[src/rtl/uart_tx_mmio_pkg.sv]
// Shared definitions for the memory-mapped UART transmitter.
//  - register word offsets (address[3:2])
//  - STATUS bit positions and a helper that packs the STATUS word
//  - transmit FSM state encodings
package uart_tx_mmio_pkg;

  // Register word offsets
  localparam logic [1:0] UART_TXDATA  = 2'd0;
  localparam logic [1:0] UART_STATUS  = 2'd1;
  localparam logic [1:0] UART_BAUDDIV = 2'd2;
  localparam logic [1:0] UART_RSVD    = 2'd3;

  // STATUS bit positions
  localparam int STAT_BUSY  = 0;
  localparam int STAT_FULL  = 1;
  localparam int STAT_EMPTY = 2;
  localparam int STAT_OVF   = 3;

  // Transmit FSM states
  localparam logic [1:0] S_IDLE  = 2'd0;
  localparam logic [1:0] S_START = 2'd1;
  localparam logic [1:0] S_DATA  = 2'd2;
  localparam logic [1:0] S_STOP  = 2'd3;

  function automatic logic [31:0] status_word(input logic ovf, input logic empty,
                                              input logic full, input logic busy);
    logic [31:0] w;
    w             = '0;
    w[STAT_OVF]   = ovf;
    w[STAT_EMPTY] = empty;
    w[STAT_FULL]  = full;
    w[STAT_BUSY]  = busy;
    return w;
  endfunction

endpackage

[src/rtl/uart_tx_fifo.sv]
// Synchronous byte FIFO feeding the UART transmitter.
//  clk, rst_i      clock, async active-high reset
//  push_i, wdata_i write request and byte
//  pop_i           read request; head is rdata_o (valid while !empty_o)
//  full_o, empty_o occupancy flags
//  drop_o          push refused because the FIFO was full and nothing left this edge
// Pointers carry one extra wrap bit so full and empty are distinguishable
// without a separate count.
module uart_tx_fifo #(
  parameter int DEPTH = 8
) (
  input  logic       clk,
  input  logic       rst_i,
  input  logic       push_i,
  input  logic [7:0] wdata_i,
  input  logic       pop_i,
  output logic [7:0] rdata_o,
  output logic       full_o,
  output logic       empty_o,
  output logic       drop_o
);
  localparam int AW = $clog2(DEPTH);

  logic [AW:0] wr_ptr_q, rd_ptr_q;
  logic [7:0]  mem_q [DEPTH];
  logic        do_push, do_pop;

  assign empty_o = (wr_ptr_q == rd_ptr_q);
  assign full_o  = (wr_ptr_q[AW] != rd_ptr_q[AW]) &&
                   (wr_ptr_q[AW-1:0] == rd_ptr_q[AW-1:0]);
  assign do_pop  = pop_i & ~empty_o;
  // A pop on the same edge frees a slot, so a push into a full FIFO still lands.
  assign do_push = push_i & (~full_o | do_pop);
  assign drop_o  = push_i & ~do_push;
  assign rdata_o = mem_q[rd_ptr_q[AW-1:0]];

  always_ff @(posedge clk or posedge rst_i) begin
    if (rst_i) begin
      wr_ptr_q <= '0;
      rd_ptr_q <= '0;
    end else begin
      if (do_push) wr_ptr_q <= wr_ptr_q + {{AW{1'b0}}, 1'b1};
      if (do_pop)  rd_ptr_q <= rd_ptr_q + {{AW{1'b0}}, 1'b1};
    end
  end

  always_ff @(posedge clk) begin
    if (do_push) mem_q[wr_ptr_q[AW-1:0]] <= wdata_i;
  end

endmodule

[src/rtl/uart_tx_mmio.sv]
// Memory-mapped 8N1 UART transmitter sitting beside dram on the CPU data bus.
//  clk, reset   clock, async active-high reset
//  address      CPU data address; window is BASE_ADDR..BASE_ADDR+0xF
//  dram_read    CPU read strobe
//  dram_write   CPU write strobe
//  write_data   CPU store data
//  read_data    register read data (combinational), 0 unless hit & dram_read
//  hit          address falls inside this block's window
//  tx           registered serial output, idle high
//  tx_busy      frame in progress or bytes still queued
// Registers: 0x0 TXDATA (W push), 0x4 STATUS {ovf,empty,full,busy} (W bit3 clears ovf),
//            0x8 BAUDDIV [15:0], 0xC reserved.
module uart_tx_mmio
  import uart_tx_mmio_pkg::*;
#(
  parameter logic [31:0] BASE_ADDR  = 32'h1000_0000,
  parameter int          FIFO_DEPTH = 8,
  parameter logic [15:0] DIV_RESET  = 16'd867
) (
  input  logic        clk,
  input  logic        reset,
  input  logic [31:0] address,
  input  logic        dram_read,
  input  logic        dram_write,
  input  logic [31:0] write_data,
  output logic [31:0] read_data,
  output logic        hit,
  output logic        tx,
  output logic        tx_busy
);

  logic [1:0]  off;
  logic        wr_en, push, pop;
  logic [7:0]  fifo_head;
  logic        full, empty, drop;
  logic [31:0] rd_mux;

  logic [1:0]  state_q, state_d;
  logic [15:0] cnt_q, cnt_d;
  logic [2:0]  bit_q, bit_d;
  logic [7:0]  shift_q, shift_d;
  logic        tx_q, tx_d;
  logic [15:0] div_q;
  logic        ovf_q;
  logic        bit_end;

  logic unused_bits;
  assign unused_bits = ^{address[1:0], write_data[31:16]};

  // ---------------- decode ----------------
  assign hit   = (address[31:4] == BASE_ADDR[31:4]);
  assign off   = address[3:2];
  assign wr_en = hit & dram_write;
  assign push  = wr_en & (off == UART_TXDATA);

  uart_tx_fifo #(.DEPTH(FIFO_DEPTH)) u_fifo (
    .clk     (clk),
    .rst_i   (reset),
    .push_i  (push),
    .wdata_i (write_data[7:0]),
    .pop_i   (pop),
    .rdata_o (fifo_head),
    .full_o  (full),
    .empty_o (empty),
    .drop_o  (drop)
  );

  assign tx_busy = (state_q != S_IDLE) | ~empty;
  assign tx      = tx_q;

  // ---------------- registers ----------------
  always_ff @(posedge clk or posedge reset) begin
    if (reset) begin
      div_q <= DIV_RESET;
      ovf_q <= 1'b0;
    end else begin
      if (wr_en && off == UART_BAUDDIV) div_q <= write_data[15:0];
      // drop and clear come from different offsets, never the same edge
      if (drop)                                           ovf_q <= 1'b1;
      else if (wr_en && off == UART_STATUS && write_data[3]) ovf_q <= 1'b0;
    end
  end

  always_comb begin
    rd_mux = '0;
    case (off)
      UART_STATUS:  rd_mux = status_word(ovf_q, empty, full, tx_busy);
      UART_BAUDDIV: rd_mux = {16'b0, div_q};
      default:      rd_mux = '0;
    endcase
    read_data = (hit & dram_read) ? rd_mux : '0;
  end

  // ---------------- transmit FSM ----------------
  // Every bit period reloads the counter from div_q, so a BAUDDIV write only
  // affects the period that starts after it.
  assign bit_end = (cnt_q == 16'd0);

  always_comb begin
    state_d = state_q;
    cnt_d   = cnt_q;
    bit_d   = bit_q;
    shift_d = shift_q;
    tx_d    = tx_q;
    pop     = 1'b0;
    case (state_q)
      S_IDLE: begin
        tx_d = 1'b1;
        if (!empty) begin
          pop     = 1'b1;
          shift_d = fifo_head;
          cnt_d   = div_q;
          tx_d    = 1'b0;
          state_d = S_START;
        end
      end
      S_START: begin
        if (bit_end) begin
          cnt_d   = div_q;
          bit_d   = 3'd0;
          tx_d    = shift_q[0];
          state_d = S_DATA;
        end else begin
          cnt_d = cnt_q - 16'd1;
        end
      end
      S_DATA: begin
        if (bit_end) begin
          cnt_d = div_q;
          if (bit_q == 3'd7) begin
            tx_d    = 1'b1;
            state_d = S_STOP;
          end else begin
            bit_d   = bit_q + 3'd1;
            shift_d = {1'b0, shift_q[7:1]};
            tx_d    = shift_q[1];
          end
        end else begin
          cnt_d = cnt_q - 16'd1;
        end
      end
      S_STOP: begin
        if (bit_end) begin
          if (!empty) begin
            // back-to-back: next start bit follows the stop bit directly
            pop     = 1'b1;
            shift_d = fifo_head;
            cnt_d   = div_q;
            tx_d    = 1'b0;
            state_d = S_START;
          end else begin
            tx_d    = 1'b1;
            state_d = S_IDLE;
          end
        end else begin
          cnt_d = cnt_q - 16'd1;
        end
      end
      default: begin
        tx_d    = 1'b1;
        state_d = S_IDLE;
      end
    endcase
  end

  always_ff @(posedge clk or posedge reset) begin
    if (reset) begin
      state_q <= S_IDLE;
      cnt_q   <= '0;
      bit_q   <= '0;
      shift_q <= '0;
      tx_q    <= 1'b1;
    end else begin
      state_q <= state_d;
      cnt_q   <= cnt_d;
      bit_q   <= bit_d;
      shift_q <= shift_d;
      tx_q    <= tx_d;
    end
  end

endmodule

[config.mk]
export PLATFORM = sky130hd
export DESIGN_NAME = uart_tx_mmio
export DESIGN_NICKNAME = d
export VERILOG_FILES = /design/src/rtl/uart_tx_mmio_pkg.sv /design/src/rtl/uart_tx_fifo.sv /design/src/rtl/uart_tx_mmio.sv
export SDC_FILE = /design/constraint.sdc
export NUM_CORES = 1
export LEC_CHECK = 0
export ABC_AREA = 1
export CAP_MARGIN = 20
export CORE_ASPECT_RATIO = 0.7
export CORE_UTILIZATION = 42
export CTS_CLUSTER_DIAMETER = 60
export DETAILED_ROUTE_END_ITERATION = 10
export SYNTH_ARGS = -nofsm -noshare
export SYNTH_HDL_FRONTEND = slang
export SYNTH_HIERARCHICAL = 1
export SYNTH_SLANG_ARGS = --single-unit
[constraint.sdc]
create_clock -name clk -period 3.89 [get_ports clk]
set_input_delay 0.9725 -clock clk [delete_from_list [all_inputs] [get_ports clk]]
set_output_delay 0.9725 -clock clk [all_outputs]
set_load 0.03 [all_outputs]
==> impl_metrics.csv, run 1 <==
group,metric,value,unit
synthesis,syn-cell-area,6650,um^2
global_routing,grt_max_degree,48,
synthesis,post_synth_main_area_contributors,"edfxtp_1 29%, dfrtp_1 18%, nand2_1 15%, nor2_1 5.3%, o21ai_0 4.0%",
synthesis,synthCells,809,
clocking,clock_sinks,119,
synthesis,ys.warnings.count,6,
synthesis,synth.avg_cell_area,8.22,um^2
critical_path,timing.setup.critical_path_class,"flop to output pin",
timing,timing.final.crit_share,93.7,%
finish,post-route-util,52.0,%
status,violations_in_the_final_reports,"design-rule violations",
timing,finalSetupViolations,0,
timing,timing.slew.headroom,53.5,%
floorplanning,std_cell_core_area,15500,um^2
route,drt_iter0_markers,514,
synthesis,ys_types,43,
timing,timing.clock.skew,21.7,ps
power_and_ir_drop,design_power_total,3.06,mW
floorplanning,effective_utilization_at_floorplan,42.9,%
timing,worst-slew-pin-transition,697,ps
place,gp_congestion,0.901,
synthesis,yosysSeqAreaShare,49.7,%
critical_path,critPathCaptureType,"output pin",
route,drc_errors,2,
status,status,"finished with violations",
power_and_ir_drop,leakagePower,3.69,nW
timing,setup_repair_after_global_routing_missed_its_margin,"no",
critical_path,crit_path_max_fanout,20,
clocking,clkLatencyLatePin,420,ps
timing,hold_viol_final,0,
route,routedWlPerCell,14.6,um
floorplanning,io_pins,103,
synthesis,synth_most_common_cell,"nand2_1",
synthesis,synth_common_cells,"263 x nand2_1, 94 x nor2_1, 68 x inv_1",
critical_path,slowest_delay,480,ps
route,firstDrtPassIters,8,
place,i_o_buffers,68,
synthesis,share_of_the_synthesized_area_in_the_top_cell_type,28.9,%
clocking,hold_buffer_count_at_cts,0,
synthesis,synth_top_cell_by_area,"edfxtp_1",
clocking,h-tree-depth,4,
clocking,root_buffer,"clkbuf_16",
finish,post_route_cells_drive_above_1_share,12.6,%
finish,insertedDiodeCount,0,
global_routing,global_route.usage.total,20.9,%
clocking,postCtsSetupBuffers,0,
global_routing,antenna_violations_before_repair,0,
global_routing,global_route.overflow_total,0,
floorplanning,dieWidth,152,um
finish,area_growth,21.2,%
critical_path,worst_ep_required_time,2920,ps
place,dpl.hpwl,11100,um
route,drtAntennaViolNets,0,
power_and_ir_drop,worst_ir_drop_vdd,0.000207,V
global_routing,grt_pass1_vias,5267,
synthesis,synth_async_reset_ratio,46.2,%
flow_run,maxCapViolations,0,
route,met3_length,1130,um
clocking,cts_tree,"yes",
synthesis,ys_dominant_reg_cell,"edfxtp_1",
finish,layout.nets,963,
global_routing,grt_pass1_wl,26500,um
critical_path,cp_cell_sequence,"buf_4, nand2_1, nand2_1, nor2_4, nand3_2, inv_1, nand2_1, nand2_1, a21oi_1, buf_4",
clocking,clock_path_buffers,2,
route,met2_length,7030,um
synthesis,ys_seq_elements,119,
critical_path,crit_path_top_delay_cell,"inv_1",
clocking,cts.reportedPaths.clkPinSlew,60,ps
critical_path,startpoint_type,"flop",
route,met1Wirelength,7720,um
timing,max_freq,274,MHz
synthesis,number_of_enable_flip_flop_cells_after_synthesis,64,
hold_path,min-delay-path-class,"flop to flop",
route,top_layer,"met4",
floorplanning,die-area,16400,um^2
timing,maxSlewViolCount,0,
finish,fillers,1406,
route,vias_per_cell,5.04,
critical_path,path_common_cell,"nand2_1",
critical_path,crit_arrival,2670,ps
power_and_ir_drop,power.density,380,nW/um^2
floorplanning,floorplan.die.height,107,um
clocking,cts_repair_resize_count,0,
route,vias,5519,
route,wl,16000,um
timing,timing.setup.tns,0,ps
timing,period_minus_slack,3640,ps
clocking,cts_buffers,17,
floorplanning,core.rowCount,38,
==> cell families (layout without fill, tap and decap cells) <==
group,Yosys count,after routing,share of synthesized area [%]
adders and majority gates,14,14,2.63
other,1,16,0.0564
AOI/OAI and AO/OA,105,105,9.18
buffers and inverters,115,185,8.01
and+or+nand+nor,445,445,28.9
DFF,119,119,49.7
xor gates and xnor gates,10,10,1.54
==> state kept, by name, indices dropped and copies added, names as in the netlist <==
name             flops
u_fifo/mem_q        64
cnt_q               16
div_q               16
shift_q              8
u_fifo/rd_ptr_q      4
u_fifo/wr_ptr_q      4
bit_q                3
state_q              2
ovf_q                1
tx                   1
==> area by class of cell <==
type | count | area, um^2 | area share [%]
timing repair buffer | 83 | 763 | 9.47
multi-input combinational | 590 | 2870 | 35.6
tap | 200 | 250 | 3.10
inverter | 70 | 263 | 3.26
clock buffer | 20 | 468 | 5.80
sequential | 119 | 3310 | 41.0
clock inverter | 12 | 141 | 1.75
==> path summary, 6_finish.rpt <==
| path | from | endpoint | cells after the start | slack [ps] |
|---|---|---|---|---|
| setup reg to reg | u_fifo/rd_ptr_q[1]$_DFFE_PP0P_ | u_fifo/mem_q[4][6]$_DFFE_PP_ | 14 | 820 |
| setup / recovery | u_fifo/rd_ptr_q[1]$_DFFE_PP0P_ | read_data[0] | 10 | 250 |
| max in group asynchronous | reset | tx$_DFFE_PP1P_ | 3 | 2460 |
| hold reg to reg | shift_q[6]$_DFFE_PP0P_ | shift_q[6]$_DFFE_PP0P_ | 2 | 480 |
| min in group asynchronous | reset | ovf_q$_DFFE_PP0P_ | 2 | 850 |
| hold / removal | shift_q[6]$_DFFE_PP0P_ | shift_q[6]$_DFFE_PP0P_ | 2 | 480 |
==> layer usage <==
layer  vias up  track usage, %
li1       2733               -
met1      2595            29.7
met2       183            31.9
met3         8            6.00
met4         0            4.18
met5         -               0
==> critical path, delay by kind of cell (launching register included) <==
family | cells | cell delay, ps
AOI/OAI and AO/OA | 1 | 80
buffers and inverters | 3 | 860
DFF | 1 | 370
and+or+nand+nor | 6 | 910
==> power breakdown <==
| part | switching (mW) | internal (mW) | leakage [nW] | total (mW) |
|---|---|---|---|---|
| logic | 0.0746 | 0.0545 | 2.08 | 0.129 |
| registers | 0.000540 | 1.33 | 1.32 | 1.33 |
| clock network | 0.597 | 1.01 | 0.293 | 1.60 |
==> per-stage QoR <==
stage | cells | area (um^2) | worst slack, ps | hold slack (ps)
after floorplan | 824 | 6710 | 624 | 442
after global placement | 1061 | 7430 | 239 | 454
after detailed placement | 1061 | 7430 | 249 | 463
after CTS | 1093 | 8040 | 242 | 475
after global routing | 1094 | 8060 | 36.7 | 507
final | 1094 | 8060 | 246 | 477
==> cells in the final DEF, fill, tap and decap left out, drive strengths merged <==
cell	Yosys	routed
conb	1	16
buf	37	32
nand3b	3	3
o21bai	1	1
o21a	2	2
nor3	3	3
clkbuf	8	20
xor2	6	6
ha	14	14
dfrtp	48	48
xnor2	4	4
nand4	4	4
a211oi	1	1
nor2	106	106
clkdlybuf4s50	0	51
dfstp	7	7
a31oi	1	1
o21ai	71	71
clkinvlp	0	2
nand2	274	274
nand3	50	50
clkinv	0	5
a22oi	2	2
bufinv	0	2
a21oi	11	11
edfxtp	64	64
o22ai	16	16
and3	1	1
inv	70	73
or2	4	4
Note: power is estimated with default switching activity, not from simulation.
==> run 2, diff against run 1 <==
--- a/config.mk
+++ b/config.mk
@@ -11,6 +11,7 @@
 export CORE_UTILIZATION = 42
 export CTS_CLUSTER_DIAMETER = 60
 export DETAILED_ROUTE_END_ITERATION = 10
+export SLEW_MARGIN = 0
 export SYNTH_ARGS = -nofsm -noshare
 export SYNTH_HDL_FRONTEND = slang
 export SYNTH_HIERARCHICAL = 1
==> results of run 2 <==
No change in the layout: final DEF, timing and power equal those of run 1.
==> run 3, diff against run 2 <==
--- a/config.mk
+++ b/config.mk
@@ -11,6 +11,7 @@
 export CORE_UTILIZATION = 42
 export CTS_CLUSTER_DIAMETER = 60
 export DETAILED_ROUTE_END_ITERATION = 10
+export GPL_ROUTABILITY_DRIVEN = 0
 export SLEW_MARGIN = 0
 export SYNTH_ARGS = -nofsm -noshare
 export SYNTH_HDL_FRONTEND = slang
==> results of run 3 <==
No change in the layout: final DEF, timing and power equal those of run 1.
